==> config.mk <==
export PLATFORM = sky130hd
export DESIGN_NAME = log_frame_sequencer
export DESIGN_NICKNAME = d
export VERILOG_FILES = /design/src/rtl/logger_pkg.sv /design/src/rtl/log_tick_gen.sv /design/src/rtl/log_frame_sequencer.sv
export SDC_FILE = /design/constraint.sdc
export NUM_CORES = 1
export LEC_CHECK = 0
export BUFFER_PORTS_ARGS = -buffer_cell sky130_fd_sc_hd__buf_2
export CELL_PAD_IN_SITES_DETAIL_PLACEMENT = 1
export CELL_PAD_IN_SITES_GLOBAL_PLACEMENT = 1
export CORE_UTILIZATION = 44
export CTS_BUF_LIST = sky130_fd_sc_hd__clkbuf_4 sky130_fd_sc_hd__clkbuf_8
export DETAILED_ROUTE_END_ITERATION = 10
export PLACE_DENSITY_LB_ADDON = 0.05
export SLEW_MARGIN = 25
export SYNTH_ARGS = -nofsm -noshare
export SYNTH_HDL_FRONTEND = slang
export SYNTH_SLANG_ARGS = --single-unit
export TNS_END_PERCENT = 5
==> constraint.sdc <==
create_clock -name i_clock -period 2.7 [get_ports i_clock]
set_input_delay 0.54 -clock i_clock [delete_from_list [all_inputs] [get_ports i_clock]]
set_output_delay 0.54 -clock i_clock [all_outputs]
set_load 0.01 [all_outputs]
==> src/rtl/logger_pkg.sv <==
// Shared constants and FSM encoding for the IAGC telemetry logger blocks.
package logger_pkg;

  localparam int AMPLITUDE_DATA_SIZE = 16;
  localparam int UART_DATA_SIZE      = 8;
  localparam int IAGC_STATUS_SIZE    = 4;

  localparam logic [IAGC_STATUS_SIZE-1:0] IAGC_STATUS_RESET = 4'b0000;
  localparam logic [UART_DATA_SIZE-1:0]   SYNC_BYTE         = 8'hA5;

  localparam int FRAME_LEN  = 9;
  localparam int INDEX_SIZE = 4;

  typedef enum logic [1:0] {
    IDLE = 2'd0,
    SEND = 2'd1,
    DONE = 2'd2
  } seqState_t;

endpackage

==> src/rtl/log_tick_gen.sv <==
// Free-running period counter: pulses o_tick on the wrap cycle while enabled,
// holds at zero while disabled.
module log_tick_gen #(
  parameter int TICKS = 300000
) (
  input  logic i_clock,
  input  logic i_reset,
  input  logic i_enable,
  output logic o_tick
);

  localparam int CNT_SIZE = (TICKS > 1) ? $clog2(TICKS) : 1;

  logic [CNT_SIZE-1:0] countReg;
  logic                atWrap;

  assign atWrap = (countReg == CNT_SIZE'(TICKS - 1));
  assign o_tick = i_enable & atWrap;

  always_ff @(posedge i_clock) begin
    if (i_reset) begin
      countReg <= '0;
    end else if (!i_enable || atWrap) begin
      countReg <= '0;
    end else begin
      countReg <= countReg + CNT_SIZE'(1);
    end
  end

endmodule

==> src/rtl/log_frame_sequencer.sv <==
// Schedules IAGC telemetry frames (sync, 7 payload bytes, XOR checksum) onto
// the shared UART transmitter over a valid/ready byte handshake.
module log_frame_sequencer
  import logger_pkg::*;
#(
  parameter int                     TICKS               = 300000,
  parameter int                     AMPLITUDE_DATA_SIZE = logger_pkg::AMPLITUDE_DATA_SIZE,
  parameter int                     UART_DATA_SIZE      = logger_pkg::UART_DATA_SIZE,
  parameter int                     IAGC_STATUS_SIZE    = logger_pkg::IAGC_STATUS_SIZE,
  parameter logic [UART_DATA_SIZE-1:0] SYNC_BYTE        = logger_pkg::SYNC_BYTE
) (
  input  logic                           i_clock,
  input  logic                           i_reset,
  input  logic                           i_enable,
  input  logic [IAGC_STATUS_SIZE-1:0]    i_iagcStatus,
  input  logic [AMPLITUDE_DATA_SIZE-1:0] i_referenceAmplitude,
  input  logic [AMPLITUDE_DATA_SIZE-1:0] i_errorAmplitude,
  input  logic [UART_DATA_SIZE-1:0]      i_quotient,
  input  logic [UART_DATA_SIZE-1:0]      i_fractional,
  input  logic                           i_onPhase,
  input  logic                           i_wdValid,
  input  logic                           i_txReady,
  output logic                           o_txValid,
  output logic [UART_DATA_SIZE-1:0]      o_txData,
  output logic                           o_busy,
  output logic [7:0]                     o_overrunCount
);

  logic tick;

  log_tick_gen #(
    .TICKS (TICKS)
  ) tickGen (
    .i_clock  (i_clock),
    .i_reset  (i_reset),
    .i_enable (i_enable),
    .o_tick   (tick)
  );

  seqState_t                       stateReg, stateNext;
  logic [INDEX_SIZE-1:0]           indexReg, indexNext;
  logic                            pendingReg, pendingNext;
  logic [7:0]                      overrunReg, overrunNext;
  logic [IAGC_STATUS_SIZE-1:0]     statusReg;
  logic                            loadSnap;

  logic [AMPLITUDE_DATA_SIZE-1:0]  snapRefReg, snapErrReg;
  logic [UART_DATA_SIZE-1:0]       snapQuotReg, snapFracReg;
  logic [IAGC_STATUS_SIZE-1:0]     snapStatusReg;
  logic                            snapWdReg, snapOnReg;

  logic                            statusEvt, trigger;
  logic [UART_DATA_SIZE-1:0]       statusByte, checksum, frameByte;

  assign statusEvt = (i_iagcStatus != statusReg) && (i_iagcStatus != IAGC_STATUS_RESET);
  assign trigger   = i_enable && (tick || statusEvt) && (i_iagcStatus != IAGC_STATUS_RESET);

  // Everything a frame carries is derived from the snapshot, never from live inputs.
  assign statusByte = {snapStatusReg, 2'b00, snapWdReg, snapOnReg};
  assign checksum   = snapRefReg[7:0] ^ snapRefReg[15:8] ^ snapErrReg[7:0] ^ snapErrReg[15:8]
                    ^ snapQuotReg ^ snapFracReg ^ statusByte;

  always_comb begin
    frameByte = SYNC_BYTE;
    case (indexReg)
      4'd1:    frameByte = snapRefReg[7:0];
      4'd2:    frameByte = snapRefReg[15:8];
      4'd3:    frameByte = snapErrReg[7:0];
      4'd4:    frameByte = snapErrReg[15:8];
      4'd5:    frameByte = snapQuotReg;
      4'd6:    frameByte = snapFracReg;
      4'd7:    frameByte = statusByte;
      4'd8:    frameByte = checksum;
      default: frameByte = SYNC_BYTE;
    endcase
  end

  always_comb begin
    stateNext   = stateReg;
    indexNext   = indexReg;
    pendingNext = pendingReg;
    overrunNext = overrunReg;
    loadSnap    = 1'b0;
    case (stateReg)
      IDLE: begin
        if (trigger || pendingReg) begin
          stateNext   = SEND;
          indexNext   = '0;
          pendingNext = 1'b0;
          loadSnap    = 1'b1;
        end
      end
      SEND: begin
        if (trigger) begin
          if (!pendingReg) begin
            pendingNext = 1'b1;
          end else if (overrunReg != 8'hFF) begin
            overrunNext = overrunReg + 8'd1;
          end
        end
        if (i_txReady) begin
          if (indexReg == INDEX_SIZE'(FRAME_LEN - 1)) begin
            stateNext = DONE;
          end else begin
            indexNext = indexReg + INDEX_SIZE'(1);
          end
        end
      end
      DONE: begin
        // The pending request is consumed here; a trigger in this same cycle re-arms it.
        pendingNext = trigger;
        if (pendingReg) begin
          stateNext = SEND;
          indexNext = '0;
          loadSnap  = 1'b1;
        end else begin
          stateNext = IDLE;
        end
      end
      default: stateNext = IDLE;
    endcase
  end

  always_ff @(posedge i_clock) begin
    if (i_reset) begin
      stateReg      <= IDLE;
      indexReg      <= '0;
      pendingReg    <= 1'b0;
      overrunReg    <= '0;
      statusReg     <= '0;
      snapRefReg    <= '0;
      snapErrReg    <= '0;
      snapQuotReg   <= '0;
      snapFracReg   <= '0;
      snapStatusReg <= '0;
      snapWdReg     <= 1'b0;
      snapOnReg     <= 1'b0;
    end else begin
      stateReg   <= stateNext;
      indexReg   <= indexNext;
      pendingReg <= pendingNext;
      overrunReg <= overrunNext;
      statusReg  <= i_iagcStatus;
      if (loadSnap) begin
        snapRefReg    <= i_referenceAmplitude;
        snapErrReg    <= i_errorAmplitude;
        snapQuotReg   <= i_quotient;
        snapFracReg   <= i_fractional;
        snapStatusReg <= i_iagcStatus;
        snapWdReg     <= i_wdValid;
        snapOnReg     <= i_onPhase;
      end
    end
  end

  assign o_txValid      = (stateReg == SEND);
  assign o_txData       = o_txValid ? frameByte : '0;
  assign o_busy         = (stateReg != IDLE);
  assign o_overrunCount = overrunReg;

endmodule
==> results_dict.tcl <==
set metrics [dict create \
    syn_area_sq_um 4950 \
    fillerInstances 1341 \
    crit_required_ps 2160 \
    grt_use_total_pct 26.5 \
    reg2regPathDepth 6 \
    dp_hpwl_mm 10.5 \
    gr-total-overflow 0 \
    crit_family "compound AO/OA/AOI/OAI gates" \
    path_clk_slew_ps 90 \
    async_flop_share_pct 0 \
    synth_area_leaders "dfxtp_1, xnor2_1, a21oi_1" \
    violations "setup timing" \
    io_buffers 75 \
    worst_slack_ps -20.6 \
    yosysWarnings 0 \
    multi_input_area_sq_um 3000 \
    initial_utilization_pct 45.4 \
    r2r_slack_ps 330 \
    grt_first_pass_wirelength_mm 23.9 \
    ios 76 \
    synth_top_area_share_pct 37.2 \
    crit_path_start "indexReg[1]$_SDFFE_PP0P_" \
    syn2layout_area_growth_pct 20.3 \
    max_freq_mhz 368 \
    gp_congestion 0.906 \
    vias_per_cell 5.91 \
    drive_gt1_share_pct 23.0 \
    coreArea_sq_um 10900 \
    die_w_um 108 \
    cp_num_buf_inv 3 \
    rsz0062_at_grt "yes" \
    timing.rr.end "stateReg[1]$_SDFFE_PP0P_" \
    nNetsFinal 745 \
    slew_violations 0 \
    netlist_instances 609 \
    r2r_start "tickGen.countReg[0]$_SDFF_PP0_" \
    die_y_um 108 \
    hold_class "in -> reg" \
    arrival_ps 2180 \
    ys_seq_area_share_pct 37.2 \
    critPathMaxFanout 5 \
    grt_pass1_vias 4683 \
    setup_violations 2 \
    synth_top_area_cell "dfxtp_1" \
    rows 38 \
    hold_viol 0 \
    regArea_sq_um 1850 \
    tightest_slew_ps 747 \
    drtIter0Drc 323 \
    hold_depth 3 \
    path_depth 8 \
    setup.worst_path.end_class "output pin" \
    numCtsBuffers 9 \
    syn_nets 677 \
    cts_tree "yes" \
    slew_headroom_pct 50.2 \
    power_density_nw_per_um2 558 \
    critical_path_class "reg -> out" \
    drv_cap 0 \
    endpoint "o_txData[5]" \
    wire_per_inst_um 18.6 \
    cts_sinks 92 \
    clkLatencyLatePin_ps 390 \
    postLayoutCoreUtil_pct 54.6 \
    worst_clock_skew_ps 8.43 \
    p_leak_nw 2.13 \
    peakVddDrop_mv 0.779 \
    worstPathCellList "inv_2 > ha_4 > a2111oi_2 > nor2_1 > nor2_2 > buf_4 > o31a_1 > buf_2" \
    drc 0 \
    dr.pass1.iters 8 \
    synth_area_per_cell_sq_um 8.12 \
    antenna_found_initial 0 \
    vias 4862 \
    yosys.cell_types.count 54 \
    slowest_stage "dfxtp_4" \
    ys.flop_type "dfxtp_1" \
    detail-route-antenna-nets 0 \
    cp-start-kind "flip-flop" \
    htree_num_levels 3 \
    synth_enable_flop_cells 0 \
    min_period_over_period_pct 101 \
    wl_mm 15.3 \
    min_period_ps 2720 \
    clock-root-buffer "clkbuf_8" \
    crit_path_max_incr_delay_ps 410 \
    timing.setup.tns_ps -23.0 \
    die_area_sq_um 11700 \
    insertedDiodeCount 0 \
    ys_seq_elements 92 \
    cts_buffer_depth 2 \
    status "complete, but fails checks" \
    grt_max_degree 63 \
    cts_hold_buf 0 \
]
## cell usage in the layout (no fill, tap or decap), types with 4 or more instances in the layout
cell / count
inv_1: 10
nand4_1: 9
and3_1: 6
xnor2_1: 57
o21ai_1: 7
a21oi_2: 4
xor2_1: 10
a22oi_1: 5
nor2_1: 42
nand2_1: 22
ha_1: 6
or4_1: 4
a31oi_1: 4
a222oi_1: 6
nor2b_1: 10
clkbuf_8: 9
mux2_2: 7
buf_2: 75
ha_4: 4
o21ai_0: 56
a21oi_1: 67
dfxtp_1: 88
nand3_1: 68
buf_12: 5
buf_4: 23
and4_1: 4
## cell usage after synthesis, drive strengths merged (6+ instances only)
cell,number
mux2,7
ha,10
inv,12
nor2,44
dfxtp,92
clkbuf,39
and3,6
nand2,22
buf,9
nand4,9
a22oi,7
a21oi,71
xor2,10
o21ai,64
xnor2,57
nand3,68
a222oi,6
nor2b,10
## flip-flops by register name, summed over array words and instances (netlist names), 8 cells and up
name / cells
tickGen.countReg: 19
snapErrReg: 16
snapRefReg: 16
o_overrunCount: 8
snapFracReg: 8
snapQuotReg: 8
## report_power, final
part | leakage (nW) | internal, mW | switching (mW)
Combinational | 1.27 | 0.363 | 0.438
Sequential | 0.754 | 1.44 | 0.106
Clock | 0.101 | 0.454 | 0.517
Total | 2.13 | 2.26 | 1.06
## tightest hold or removal path, cell delays in order
cell     delay (ps)
buf_2            90
nand3_1          50
a21oi_1          60
## worst min-delay path by stage
stage	from	end
after floorplan	tickGen.countReg[0]$_SDFF_PP0_	tickGen.countReg[0]$_SDFF_PP0_
after global placement	tickGen.countReg[0]$_SDFF_PP0_	tickGen.countReg[0]$_SDFF_PP0_
after detailed placement	tickGen.countReg[0]$_SDFF_PP0_	tickGen.countReg[0]$_SDFF_PP0_
after CTS	i_errorAmplitude[10]	snapErrReg[10]$_SDFFE_PP0P_
after global routing	i_quotient[3]	snapQuotReg[3]$_SDFFE_PP0P_
final	i_errorAmplitude[10]	snapErrReg[10]$_SDFFE_PP0P_
## per-layer routing
metal / track usage, % / share of wire (%) / routed length (um)
met1: 36.3 / 47 / 7130
met2: 41.6 / 46 / 7030
met3: 6.75 / 5.6 / 854
met4: 6.56 / 1.6 / 251
met5: 0 / 0 / 0
## logic make-up after synthesis
family | synth area share [%]
muxes | 1.80
buffers and inverters | 4.76
adders and majority gates | 2.53
AOI/OAI and AO/OA | 22.4
DFF | 37.2
xor gates and xnor gates | 11.9
and+or+nand+nor | 19.4
## metrics by stage
| step | instance area [sq um] | power [mW] | worst slack [ps] | hold WS [ps] | instances |
|---|---|---|---|---|---|
| finish | 5950 | 3.32 | -20.6 | 403 | 822 |
| global route | 5950 | 3.48 | -112 | 398 | 822 |
| CTS | 5840 | 3.32 | -32.3 | 391 | 820 |
| detailed placement | 5550 | 2.33 | 109 | 465 | 799 |
| global placement | 5550 | 2.30 | 220 | 437 | 799 |
| floorplan | 4950 | 2.07 | 346 | 426 | 609 |
## timing repair
item / 4_1_cts / 5_1_grt
gates resized for setup: 18 / 21
gates cloned: 0 / 0
pin swaps: 3 / 5
buffers inserted: 5 / 2
setup endpoints to repair: 8 / 8
## final cells by class
type | instances | share of cell area (%)
tap | 140 | 2.94
clock inverter | 5 | 1.01
clock buffer | 11 | 2.33
timing repair buffer | 105 | 11.3
sequential | 92 | 31.2
multi-input combinational | 457 | 50.5
inverter | 12 | 0.799
No activity file was read; power rests on OpenSTA's default activity.
